**config.mk**
```make
export PLATFORM = sky130hd
export DESIGN_NAME = c17_bist_array
export DESIGN_NICKNAME = d
export VERILOG_FILES = /design/src/rtl/c17_bist_array.sv
export SDC_FILE = /design/constraint.sdc
export NUM_CORES = 1
export LEC_CHECK = 0
export ABC_CLOCK_PERIOD_IN_PS = 5100
export BUFFER_PORTS_ARGS = -buffer_cell sky130_fd_sc_hd__buf_2
export CORE_MARGIN = 1
export CORE_UTILIZATION = 62
export CTS_BUF_LIST = sky130_fd_sc_hd__clkbuf_2
export CTS_CLUSTER_DIAMETER = 100
export DETAILED_ROUTE_END_ITERATION = 10
export GPL_TIMING_DRIVEN = 1
export PLACE_DENSITY = 0.83
export SETUP_SLACK_MARGIN = 0.3
export SYNTH_ARGS = -nofsm -noshare
export SYNTH_HDL_FRONTEND = slang
export SYNTH_SLANG_ARGS = --single-unit
```
**constraint.sdc**
```tcl
create_clock -name clk -period 5.1 [get_ports clk]
set_input_delay 1.02 -clock clk [delete_from_list [all_inputs] [get_ports clk]]
set_output_delay 1.02 -clock clk [all_outputs]
set_load 0.005 [all_outputs]
```
**src/rtl/c17_bist_array.sv**
```systemverilog
// ============================================================================
// c17_bist_array : NUM_CH registered c17 cores with LFSR stimulus and MISR check
// Optional stuck-at-0 fault injection on N16 enabled by macro C17_FAULT_INJ_EN.
// Revision 1.0
// ============================================================================
`default_nettype none

module c17_bist_array #(
   parameter int                NUM_CH    = 2,
   parameter int                LFSR_W    = 16,
   parameter logic [LFSR_W-1:0] LFSR_TAPS = 16'hD008,
   parameter logic [LFSR_W-1:0] SEED      = 16'h0001,
   parameter int                SIG_W     = 16,
   parameter logic [SIG_W-1:0]  SIG_POLY  = 16'hB400,
   parameter int                PATTERNS  = 255,
   parameter logic [SIG_W-1:0]  GOLDEN    = 16'h0000
) (
   input  logic                  clk,
   input  logic                  rst_n,
   input  logic                  bist_mode_i,
   input  logic                  start_i,
   input  logic                  abort_i,
   input  logic [5*NUM_CH-1:0]   func_in_i,
`ifdef C17_FAULT_INJ_EN
   input  logic                  inj_en_i,
   input  logic [((NUM_CH > 1) ? $clog2(NUM_CH) : 1)-1:0] inj_ch_i,
`endif
   output logic [2*NUM_CH-1:0]   func_out_o,
   output logic                  busy_o,
   output logic                  done_o,
   output logic                  pass_o,
   output logic [SIG_W-1:0]      signature_o
);

   localparam int              C_CH_W   = (NUM_CH > 1) ? $clog2(NUM_CH) : 1;
   localparam int              C_OUT_W  = 2 * NUM_CH;
   localparam int              C_CHUNKS = (C_OUT_W + SIG_W - 1) / SIG_W;
   localparam logic [15:0]     C_LAST   = 16'(PATTERNS - 1);

   typedef enum logic [2:0] {
      S_IDLE  = 3'd0,
      S_RUN   = 3'd1,
      S_DRAIN = 3'd2,
      S_CMP   = 3'd3,
      S_DONE  = 3'd4
   } state_t;

   state_t               state_q, state_d;
   logic [LFSR_W-1:0]    lfsr_q, lfsr_d;
   logic [SIG_W-1:0]     sig_q, sig_d;
   logic [15:0]          cnt_q, cnt_d;
   logic                 pass_q, pass_d;
   logic [C_OUT_W-1:0]   func_out_q;

   logic [C_OUT_W-1:0]   core_out;
   logic [LFSR_W-1:0]    lfsr_step;
   logic [SIG_W-1:0]     misr_step;
   logic [SIG_W-1:0]     fold;
   logic                 busy;

   // ---------------------------------------------------------------------
   // c17 cores; in BIST mode channel c bit i reads lfsr[(5c+i) % LFSR_W]
   // ---------------------------------------------------------------------
   for (genvar c = 0; c < NUM_CH; c++) begin : g_ch
      logic [4:0] core_in;
      logic       n10, n11, n16, n19;

      for (genvar i = 0; i < 5; i++) begin : g_bit
         assign core_in[i] = bist_mode_i ? lfsr_q[(5*c + i) % LFSR_W]
                                         : func_in_i[5*c + i];
      end

      assign n10 = ~(core_in[0] & core_in[2]);
      assign n11 = ~(core_in[2] & core_in[3]);
`ifdef C17_FAULT_INJ_EN
      assign n16 = ~(core_in[1] & n11) & ~(inj_en_i & (inj_ch_i == C_CH_W'(c)));
`else
      assign n16 = ~(core_in[1] & n11);
`endif
      assign n19 = ~(n11 & core_in[4]);

      assign core_out[2*c]     = ~(n10 & n16);
      assign core_out[2*c + 1] = ~(n16 & n19);
   end

   // ---------------------------------------------------------------------
   // Response fold: XOR of SIG_W-wide chunks of the zero-padded outputs
   // ---------------------------------------------------------------------
   logic [C_CHUNKS*SIG_W-1:0] out_pad;
   logic [SIG_W-1:0]          fold_part [C_CHUNKS+1];

   assign out_pad      = (C_CHUNKS*SIG_W)'(func_out_q);
   assign fold_part[0] = '0;

   for (genvar k = 0; k < C_CHUNKS; k++) begin : g_fold
      assign fold_part[k+1] = fold_part[k] ^ out_pad[k*SIG_W +: SIG_W];
   end

   assign fold      = fold_part[C_CHUNKS];
   assign lfsr_step = {lfsr_q[LFSR_W-2:0], ^(lfsr_q & LFSR_TAPS)};
   assign misr_step = (sig_q >> 1) ^ (sig_q[0] ? SIG_POLY : '0) ^ fold;

   assign busy = (state_q == S_RUN) || (state_q == S_DRAIN) || (state_q == S_CMP);

   // ---------------------------------------------------------------------
   // Control FSM
   // ---------------------------------------------------------------------
   always_comb begin
      state_d = state_q;
      lfsr_d  = lfsr_q;
      sig_d   = sig_q;
      cnt_d   = cnt_q;
      pass_d  = pass_q;

      // Abort and a dropped bist_mode freeze the LFSR and MISR where they are.
      if (abort_i || (busy && !bist_mode_i)) begin
         state_d = S_IDLE;
         pass_d  = 1'b0;
      end else begin
         case (state_q)
            S_IDLE, S_DONE: begin
               if (start_i && bist_mode_i) begin
                  state_d = S_RUN;
                  lfsr_d  = SEED;
                  sig_d   = '0;
                  cnt_d   = '0;
                  pass_d  = 1'b0;
               end
            end
            S_RUN: begin
               lfsr_d = lfsr_step;
               cnt_d  = cnt_q + 16'd1;
               // func_out still holds a pre-run value on the first RUN cycle.
               if (cnt_q != 16'd0) begin
                  sig_d = misr_step;
               end
               if (cnt_q == C_LAST) begin
                  state_d = S_DRAIN;
               end
            end
            S_DRAIN: begin
               sig_d   = misr_step;
               state_d = S_CMP;
            end
            S_CMP: begin
               pass_d  = (sig_q == GOLDEN);
               state_d = S_DONE;
            end
            default: begin
               state_d = S_IDLE;
            end
         endcase
      end
   end

   always_ff @(posedge clk or negedge rst_n) begin
      if (!rst_n) begin
         state_q    <= S_IDLE;
         lfsr_q     <= SEED;
         sig_q      <= '0;
         cnt_q      <= '0;
         pass_q     <= 1'b0;
         func_out_q <= '0;
      end else begin
         state_q    <= state_d;
         lfsr_q     <= lfsr_d;
         sig_q      <= sig_d;
         cnt_q      <= cnt_d;
         pass_q     <= pass_d;
         func_out_q <= core_out;
      end
   end

   assign func_out_o  = func_out_q;
   assign busy_o      = busy;
   assign done_o      = (state_q == S_DONE);
   assign pass_o      = pass_q;
   assign signature_o = sig_q;

endmodule

`default_nettype wire
```
==> results of run 1 <==
final cells by class:
class	count	area share
Inverter	4	0.00477
Sequential cell	56	0.446
Tap cell	52	0.0207
Clock buffer	6	0.00955
Multi-Input combinational cell	219	0.448
Clock inverter	2	0.00517
Timing Repair Buffer	40	0.0660
per-layer routing:
| metal | part of all wire | vias to the layer above | track usage |
|---|---|---|---|
| met3 | 0.032 | 8 | 0.0484 |
| met1 | 0.46 | 1155 | 0.335 |
| met4 | 0.012 | 0 | 0.0822 |
| li1 | - | 1161 | - |
| met2 | 0.50 | 43 | 0.426 |
| met5 | 0 | - | 0 |
Yosys cell counts (2+ instances only):
library cell and n:
sky130_fd_sc_hd__o31ai_1 3, sky130_fd_sc_hd__nand2_1 45, sky130_fd_sc_hd__a32o_1 6, sky130_fd_sc_hd__and4_1 2, sky130_fd_sc_hd__mux2i_1 2, sky130_fd_sc_hd__and3_1 2
sky130_fd_sc_hd__o221ai_1 2, sky130_fd_sc_hd__o2111ai_1 2, sky130_fd_sc_hd__nand3_1 28, sky130_fd_sc_hd__or4_1 4, sky130_fd_sc_hd__o21ai_0 10, sky130_fd_sc_hd__a21oi_1 9
sky130_fd_sc_hd__ha_1 3, sky130_fd_sc_hd__o21ai_1 14, sky130_fd_sc_hd__or3_1 4, sky130_fd_sc_hd__nor3b_1 2, sky130_fd_sc_hd__buf_6 2, sky130_fd_sc_hd__o211ai_1 2
sky130_fd_sc_hd__a32o_2 9, sky130_fd_sc_hd__nand4_1 2, sky130_fd_sc_hd__xor2_1 11, sky130_fd_sc_hd__o21a_1 2, sky130_fd_sc_hd__clkbuf_1 11, sky130_fd_sc_hd__buf_2 5
sky130_fd_sc_hd__nor4b_1 2, sky130_fd_sc_hd__xnor2_1 2, sky130_fd_sc_hd__inv_1 4, sky130_fd_sc_hd__a211oi_1 2, sky130_fd_sc_hd__nor3_1 3, sky130_fd_sc_hd__and2_1 4
sky130_fd_sc_hd__nor2_1 12, sky130_fd_sc_hd__nor2b_1 3, sky130_fd_sc_hd__dfrtp_1 55, sky130_fd_sc_hd__nor4_1 4, sky130_fd_sc_hd__nand2b_1 2
worst max path at each step:
stage / startpoint / end / slack [ns] / cells past startpoint
2_1_floorplan: abort_i / signature_o[11] / 2.78 / 5
3_3_place_gp: bist_mode_i / signature_o[12] / 2.07 / 5
3_5_place_dp: bist_mode_i / signature_o[12] / 1.97 / 5
4_1_cts: state_q[1] / done_o / 2.40 / 3
5_1_grt: state_q[1] / done_o / 2.25 / 3
6_report: state_q[1] / done_o / 2.41 / 3
registers in the layout, indices dropped and copies added (netlist names):
name         count
signature_o     16
state_q          3
pass_o           1
func_out_o       4
cnt_q           16
lfsr_q          16
critical path, stage by stage, from the launching register on:
cell,delay [ns]
sky130_fd_sc_hd__dfrtp_1,0.58
sky130_fd_sc_hd__nor2_1,0.34
sky130_fd_sc_hd__and2_1,0.19
sky130_fd_sc_hd__buf_2,0.11
cell families (layout without fill, tap and decap cells):
group,count (synthesis),count (layout),synth area share
AOI/OAI and AO/OA,71,71,0.181
buffers and inverters,23,52,0.0369
xor gates and xnor gates,13,13,0.0391
and+or+nand+nor,129,129,0.238
adders and majority gates,3,3,0.0129
muxes,3,3,0.0107
DFF,56,56,0.481
metrics by stage:
step           utilization  hold WS, ns
4_1_cts              0.708        0.518
2_1_floorplan            -        0.438
6_report             0.708        0.514
3_3_place_gp         0.697        0.454
5_1_grt              0.708        0.539
3_5_place_dp         0.697        0.464
cells in the final DEF (no fill, tap or decap), types with 6 or more instances in the layout:
cell type | synthesis | layout
sky130_fd_sc_hd__o21ai_0 | 10 | 10
sky130_fd_sc_hd__clkbuf_2 | 0 | 6
sky130_fd_sc_hd__o21ai_1 | 14 | 14
sky130_fd_sc_hd__xor2_1 | 11 | 11
sky130_fd_sc_hd__a32o_2 | 9 | 9
sky130_fd_sc_hd__a21oi_1 | 9 | 9
sky130_fd_sc_hd__buf_2 | 5 | 37
sky130_fd_sc_hd__a32o_1 | 6 | 6
sky130_fd_sc_hd__nor2_1 | 12 | 12
sky130_fd_sc_hd__nand3_1 | 28 | 28
sky130_fd_sc_hd__dfrtp_1 | 55 | 55
sky130_fd_sc_hd__nand2_1 | 45 | 45
power by group:
part | internal (W) | switching [W]
Combinational | 0.0000477 | 0.0000633
Clock | 0.0000366 | 0.000140
Sequential | 0.000465 | 0.0000270
==> reports/results.md, run 1 <==
• result of the run: finished with violations
• violated checks: DRC
• portion of synthesized cell area occupied by the leading cell type: 0.472
• hold violation total from the final report: 0
• post-route cell area: 0.00315 sq mm
• diode count: 0
• pwr dens: 248 mW/mm^2
• number of antenna violations at the first check in global routing: 0
• post-route setup TNS: 0 ns
• crit-path max FO: 13
• final WL: 5.89 mm
• post-route setup slack: 2.41 ns
• Unique masters post-synth: 58
• residual antenna-violating net count after detailed routing: 0
• number of buffers inserted during clock tree synthesis: 5
• relative area change from synthesis to final layout: 7.94%
• maximum operating frequency: 371 MHz
• DRC Markers: 4
• net count of the finished layout: 344
• count of buffers from port buffering: 37
• nature of the critical path endpoint: output port
• post-CTS resize count: 0
• Pleak: 1.53 nW
• startpoint of the worst-slack reg-to-reg timing path: state_q[0]
• Worst Path Arrival: 1.67 ns
• unrepaired setup endpoints after global routing: false
• Cells after Synth: 298
• clock-pin slew on the worst setup and hold paths: 0.27 ns
• number of synthesized register bits: 56
• post-layout total power: 0.000780 W
• Reg2Reg Capture Point: signature_o[12]
• post-placement worst setup slack: 1.97 ns
• DR WL/cell: 15.5 um
• global-route congestion overflow total: 0
• filler cell count: 343
• cell area after placement: 0.00310 sq mm
• via count of the first global-routing pass: 2200
• ratio of routed vias to standard cells: 6.25
• placer congestion estimate: 0.812
• hold buffers post-CTS: 0
• Hold/Removal Path Class: register to register
• sink count of the clock tree: 56
• register area share after synthesis: 0.481
• WP data required: 4.08 ns
• overall die area: 0.00498 sq mm
• headroom to the max-slew limit: 0.338
• Critical Path Start Type: register
• Hold Crit Endpoint: lfsr_q[1]
• Initial DRC Count: 197
• top_reg_cell synth: sky130_fd_sc_hd__dfrtp_1
• post-layout instance count excluding filler cells: 379
• area of the mapped netlist: 0.00291 sq mm
• post-CTS setup buffer count: 0
• hold path startpoint: lfsr_q[0]
• Setup-failing EPs final: 0
• die extent in y: 70.6 um
• CTS tree: built
• cell type with the largest total area after synthesis: sky130_fd_sc_hd__dfrtp_1
• site row count: 24
• die outline width: 70.6 um
• transition time at the pin with the least slew margin: 0.990 ns
• buffer levels on the longest clock path: 2
• Synth Net Count: 316
• Area contributors post-synth: sky130_fd_sc_hd__dfrtp_1, sky130_fd_sc_hd__nand2_1, sky130_fd_sc_hd__nand3_1, sky130_fd_sc_hd__a32o_2, sky130_fd_sc_hd__xor2_1
• root buffer cell: sky130_fd_sc_hd__clkbuf_2
• mean instance size in the synthesized netlist: 9.78 sq um
• Skew-Pair Late Insertion Delay: 0.45 ns
• wire length of the first global-routing pass: 10.0 mm
• area of combinational cells with multiple inputs: 0.00141 sq mm
• worst setup path class: register to output port
• number of detailed-route iterations in the first pass: 8
• HPWL Detailed: 4.13 mm
• maximum number of pins on one net before global-route repair: 57
• placed cell count: 371
• post-route fraction of the period consumed by the critical path: 0.528
• worst supply voltage drop on vdd: 165 uV
• number of instances on the worst hold path: 2
• boundary pin count: 38
• EDFF count, synth: 0
• reg2reg setup slack: 2.65 ns
• total count of max-transition violations in the final report: 0
• area taken by flip-flops and latches: 0.00140 sq mm
• clock skew after layout: 0.0285 ns
• max-cap check violation count: 0
• minimum clock period after layout: 2.69 ns
• async set or reset register ratio after synthesis: 1.00
• total core area: 0.00444 sq mm
• DR vias: 2367
• Worst Reg2Reg Path Length in Cells: 4
• initial core utilization: 0.656
• aggregate global-route resource usage: 0.253
• H-tree lvl count: 2
• share of post-route cells with drive strength above 1: 0.205
• number of synthesis warnings: 0
No activity file was read; power rests on OpenSTA's default activity.
==> inputs of run 2 (changes only) <==
--- a/config.mk
+++ b/config.mk
@@ -5,15 +5,16 @@
 export SDC_FILE = /design/constraint.sdc
 export NUM_CORES = 1
 export LEC_CHECK = 0
-export ABC_CLOCK_PERIOD_IN_PS = 5100
+export ABC_AREA = 1
+export ABC_CLOCK_PERIOD_IN_PS = 2200
 export BUFFER_PORTS_ARGS = -buffer_cell sky130_fd_sc_hd__buf_2
 export CORE_MARGIN = 1
-export CORE_UTILIZATION = 62
+export CORE_UTILIZATION = 54
 export CTS_BUF_LIST = sky130_fd_sc_hd__clkbuf_2
 export CTS_CLUSTER_DIAMETER = 100
 export DETAILED_ROUTE_END_ITERATION = 10
 export GPL_TIMING_DRIVEN = 1
-export PLACE_DENSITY = 0.83
+export PLACE_DENSITY = 0.76
 export SETUP_SLACK_MARGIN = 0.3
 export SYNTH_ARGS = -nofsm -noshare
 export SYNTH_HDL_FRONTEND = slang
==> constraint.sdc (replaced) <==
create_clock -name clk -period 2.2 [get_ports clk]
set_input_delay 0.44 -clock clk [delete_from_list [all_inputs] [get_ports clk]]
set_output_delay 0.44 -clock clk [all_outputs]
set_load 0.005 [all_outputs]
==> run 2 against run 1 <==
  * The run now ends clean
  * Clock power increased to 2.9 times the previous value
  * Non-clock buffer count increased by 4
  * Global-route usage decreased by 1.2 points
  * Largest cell class unchanged
==> reports/results.md, run 2 <==
• DR WL/cell: 12.7 um, -18%
• initial core utilization: 0.558, -0.0978
• root buffer cell: sky130_fd_sc_hd__clkbuf_2
• Skew-Pair Late Insertion Delay: 0.46 ns, about the same
• Worst Path Arrival: 1.38 ns, -0.29 ns
• number of buffers inserted during clock tree synthesis: 5, unchanged
• most common cell after layout, fill and taps aside: sky130_fd_sc_hd__nand2_1
• residual antenna-violating net count after detailed routing: 0, unchanged
• diode count: 0, unchanged
• switching part of the total: 0.419, +0.124
• DRC Markers: 0, -4
• buffer levels on the longest clock path: 2, unchanged
• total count of max-transition violations in the final report: 0, unchanged
• maximum operating frequency: 551 MHz
• pwr dens: 1000 mW/mm^2, +300%
• worst supply voltage drop on vdd: 537 uV, +230%
• number of synthesis warnings: 0, unchanged
• nature of the critical path endpoint: output port
• Initial DRC Count: 226, +15%
• number of synthesized register bits: 56, unchanged
• async set or reset register ratio after synthesis: 1.00, unchanged
• WP data required: 1.76 ns, -2.32 ns
• unrepaired setup endpoints after global routing: false
• global-route congestion overflow total: 0, unchanged
• result of the run: completed
• final WL: 6.44 mm, +9.4%
• ratio of routed vias to standard cells: 5.33, -15%
• combinational cell fraction of total power: 0.411, +0.269
• minimum clock period after layout: 1.82 ns
• Pleak: 1.67 nW, +9.5%
• wire length of the first global-routing pass: 11.5 mm, +15%
• internal portion of total power: 0.00198 W, +260%
• H-tree lvl count: 2, unchanged
• relative area change from synthesis to final layout: 11.5%
• most repeated cell in the gate-level netlist after synthesis: sky130_fd_sc_hd__nand2_1
• transition time at the pin with the least slew margin: 0.538 ns, -0.452 ns
• Critical Path Start Type: register
• max-cap check violation count: 0, unchanged
• maximum number of pins on one net before global-route repair: 36, -37%
• share of post-route cells with drive strength above 1: 0.179, -0.0260
• portion of synthesized cell area occupied by the leading cell type: 0.451, -0.0215
• clock skew after layout: 0.0332 ns, +0.00465 ns
• aggregate global-route resource usage: 0.241, -0.0117
• via count of the first global-routing pass: 2573, +17%
• count of buffers from port buffering: 37, unchanged
• Area contributors post-synth: sky130_fd_sc_hd__dfrtp_1, sky130_fd_sc_hd__nand2_1, sky130_fd_sc_hd__inv_1, sky130_fd_sc_hd__nor2_1, sky130_fd_sc_hd__nand4_1
• overall die area: 0.00596 sq mm, +20%
• part of the total power dissipated in the clock network: 0.149, -0.077
• hold violation total from the final report: 0, unchanged
• Reg power frac: 0.441, -0.191
• Unique masters post-synth: 31, -47%
• area of the mapped netlist: 0.00305 sq mm, +4.8%
• post-route fraction of the period consumed by the critical path: 0.826
• Top Metal Used: met4
• total core area: 0.00547 sq mm, +23%
• top_reg_cell synth: sky130_fd_sc_hd__dfrtp_1
• mean instance size in the synthesized netlist: 7.71 sq um, -21%
• sink count of the clock tree: 56, unchanged
• post-CTS setup buffer count: 0, unchanged
• DR vias: 2707, +14%
• Cells after Synth: 396, +33%
• sum of routed wire segments on met1: 2.93 mm, +8.6%
• die outline width: 77.2 um, +9.4%
• Hold/Removal Path Class: input pin to register
• cell type with the largest total area after synthesis: sky130_fd_sc_hd__dfrtp_1
• placer congestion estimate: 0.825, +1.7%
• commonest cells after routing, fill and taps aside: sky130_fd_sc_hd__nand2_1, sky130_fd_sc_hd__dfrtp_1, sky130_fd_sc_hd__inv_1, sky130_fd_sc_hd__nor2_1, sky130_fd_sc_hd__buf_2
• most frequent cells after synthesis: sky130_fd_sc_hd__nand2_1, sky130_fd_sc_hd__dfrtp_1, sky130_fd_sc_hd__inv_1, sky130_fd_sc_hd__nor2_1
• net count of the finished layout: 453, +32%
• routed wire length on met2: 3.05 mm, +4.1%
• crit-path max FO: 5, -8
• die extent in y: 77.2 um, +9.4%
• filler cell count: 506, +48%
• utilization of the core after routing: 0.622, -0.0859
• register area share after synthesis: 0.459, -0.0219
• EDFF count, synth: 0, unchanged
• Setup-failing EPs final: 0, unchanged
• worst setup path class: register to output port
• headroom to the max-slew limit: 0.641, +0.304
• number of detailed-route iterations in the first pass: 5, -3
• clock-pin slew on the worst setup and hold paths: 0.26 ns, about the same
• site row count: 27, +13%
• post-route setup TNS: 0 ns, unchanged
• switching power summed over all nets: 0.00143 W, +520%
• CTS tree: built
• Synth Net Count: 414, +31%
• number of antenna violations at the first check in global routing: 0, unchanged
• boundary pin count: 38, unchanged
• HPWL Detailed: 4.74 mm, +15%
• met3 wire len: 338 um, +80%
==> run 2: changes by cell type in the layout (fill, tap and decap cells not counted), moves of 5 or more <==
| cell | before | now |
|---|---|---|
| sky130_fd_sc_hd__a32o_2 | 9 | 0 |
| sky130_fd_sc_hd__inv_1 | 4 | 40 |
| sky130_fd_sc_hd__a21oi_1 | 9 | 4 |
| sky130_fd_sc_hd__o21ai_0 | 10 | 25 |
| sky130_fd_sc_hd__o21ai_1 | 14 | 6 |
| sky130_fd_sc_hd__nor2_1 | 12 | 40 |
| sky130_fd_sc_hd__o22ai_1 | 1 | 13 |
| sky130_fd_sc_hd__a32o_1 | 6 | 0 |
| sky130_fd_sc_hd__nand4_1 | 2 | 23 |
| sky130_fd_sc_hd__nand2_1 | 45 | 112 |
==> run 2: critical path, stage by stage, from the launching register on <==
cell and delay, ns:
sky130_fd_sc_hd__dfrtp_2 0.53, sky130_fd_sc_hd__inv_2 0.08, sky130_fd_sc_hd__nand2_2 0.08, sky130_fd_sc_hd__nor2_1 0.11
sky130_fd_sc_hd__buf_2 0.13
==> run 2: cell families after synthesis <==
logic type               Yosys count  synth area share
AND/OR/NAND/NOR                  215             0.317
buffers and inverters             58            0.0824
flip-flops                        56             0.459
AO/OA/AOI/OAI                     54             0.100
XOR/XNOR                          10            0.0287
adder cells (fa/ha/maj)            3            0.0123
==> run 2: per-layer routing <==
metal  global-route usage  up-vias
met1                0.318     1223
met2                0.400       91
met3               0.0393       13
li1                     -     1380
met4               0.0868        0
met5                    0        -
==> run 2: final timing paths <==
kind,endpoint,start,slack (ns),cells past startpoint
worst max-delay path,done_o,state_q[1],0.38,4
worst min-delay path,func_out_o[0],func_in_i[0],0.31,3
worst max register to register,state_q[0],state_q[1],0.49,6
worst min register to register,lfsr_q[15],lfsr_q[15],0.55,2
max in group asynchronous,state_q[0],rst_n,1.18,3
min in group asynchronous,cnt_q[7],rst_n,0.43,2
==> run 2: cell type report <==
class	instances	area (sq um)	area share
clock buffers	6	30.0	0.00882
clock inverters	2	35.0	0.0103
inverters	46	178	0.0522
multi-input cells	282	1410	0.415
flip-flops and latches	56	1410	0.413
well taps	72	90.1	0.0265
repair buffers	44	253	0.0743
==> run 2: stage by stage <==
step           cells  setup WS, ns  total power (W)  cell area, sq um  hold WS [ns]
2_1_floorplan    396         0.745          0.00249              3050         0.144
3_3_place_gp     499         0.492          0.00285              3310         0.452
3_5_place_dp     499         0.445          0.00289              3310         0.458
4_1_cts          508         0.321          0.00341              3390         0.283
5_1_grt          508         0.303          0.00368              3400         0.278
6_report         508         0.384          0.00342              3400         0.306
==> run 2: repair_timing <==
item | 4_1_cts | 5_1_grt
hold buffers | 1 | 0
hold endpoints to repair | 20 | 0
gates resized for setup | 1 | 6
setup endpoints to repair | 1 | 19
cloned | 0 | 0
==> run 2: power by group through the flow <==
| stage | clock network, W | logic, W | registers (W) |
|---|---|---|---|
| finish | 0.000508 | 0.00140 | 0.00150 |
| global placement | 0 | 0.00135 | 0.00150 |
| floorplan | 0 | 0.00101 | 0.00147 |
| CTS | 0.000521 | 0.00139 | 0.00150 |
| detailed placement | 0 | 0.00138 | 0.00151 |
| global route | 0.000545 | 0.00160 | 0.00154 |
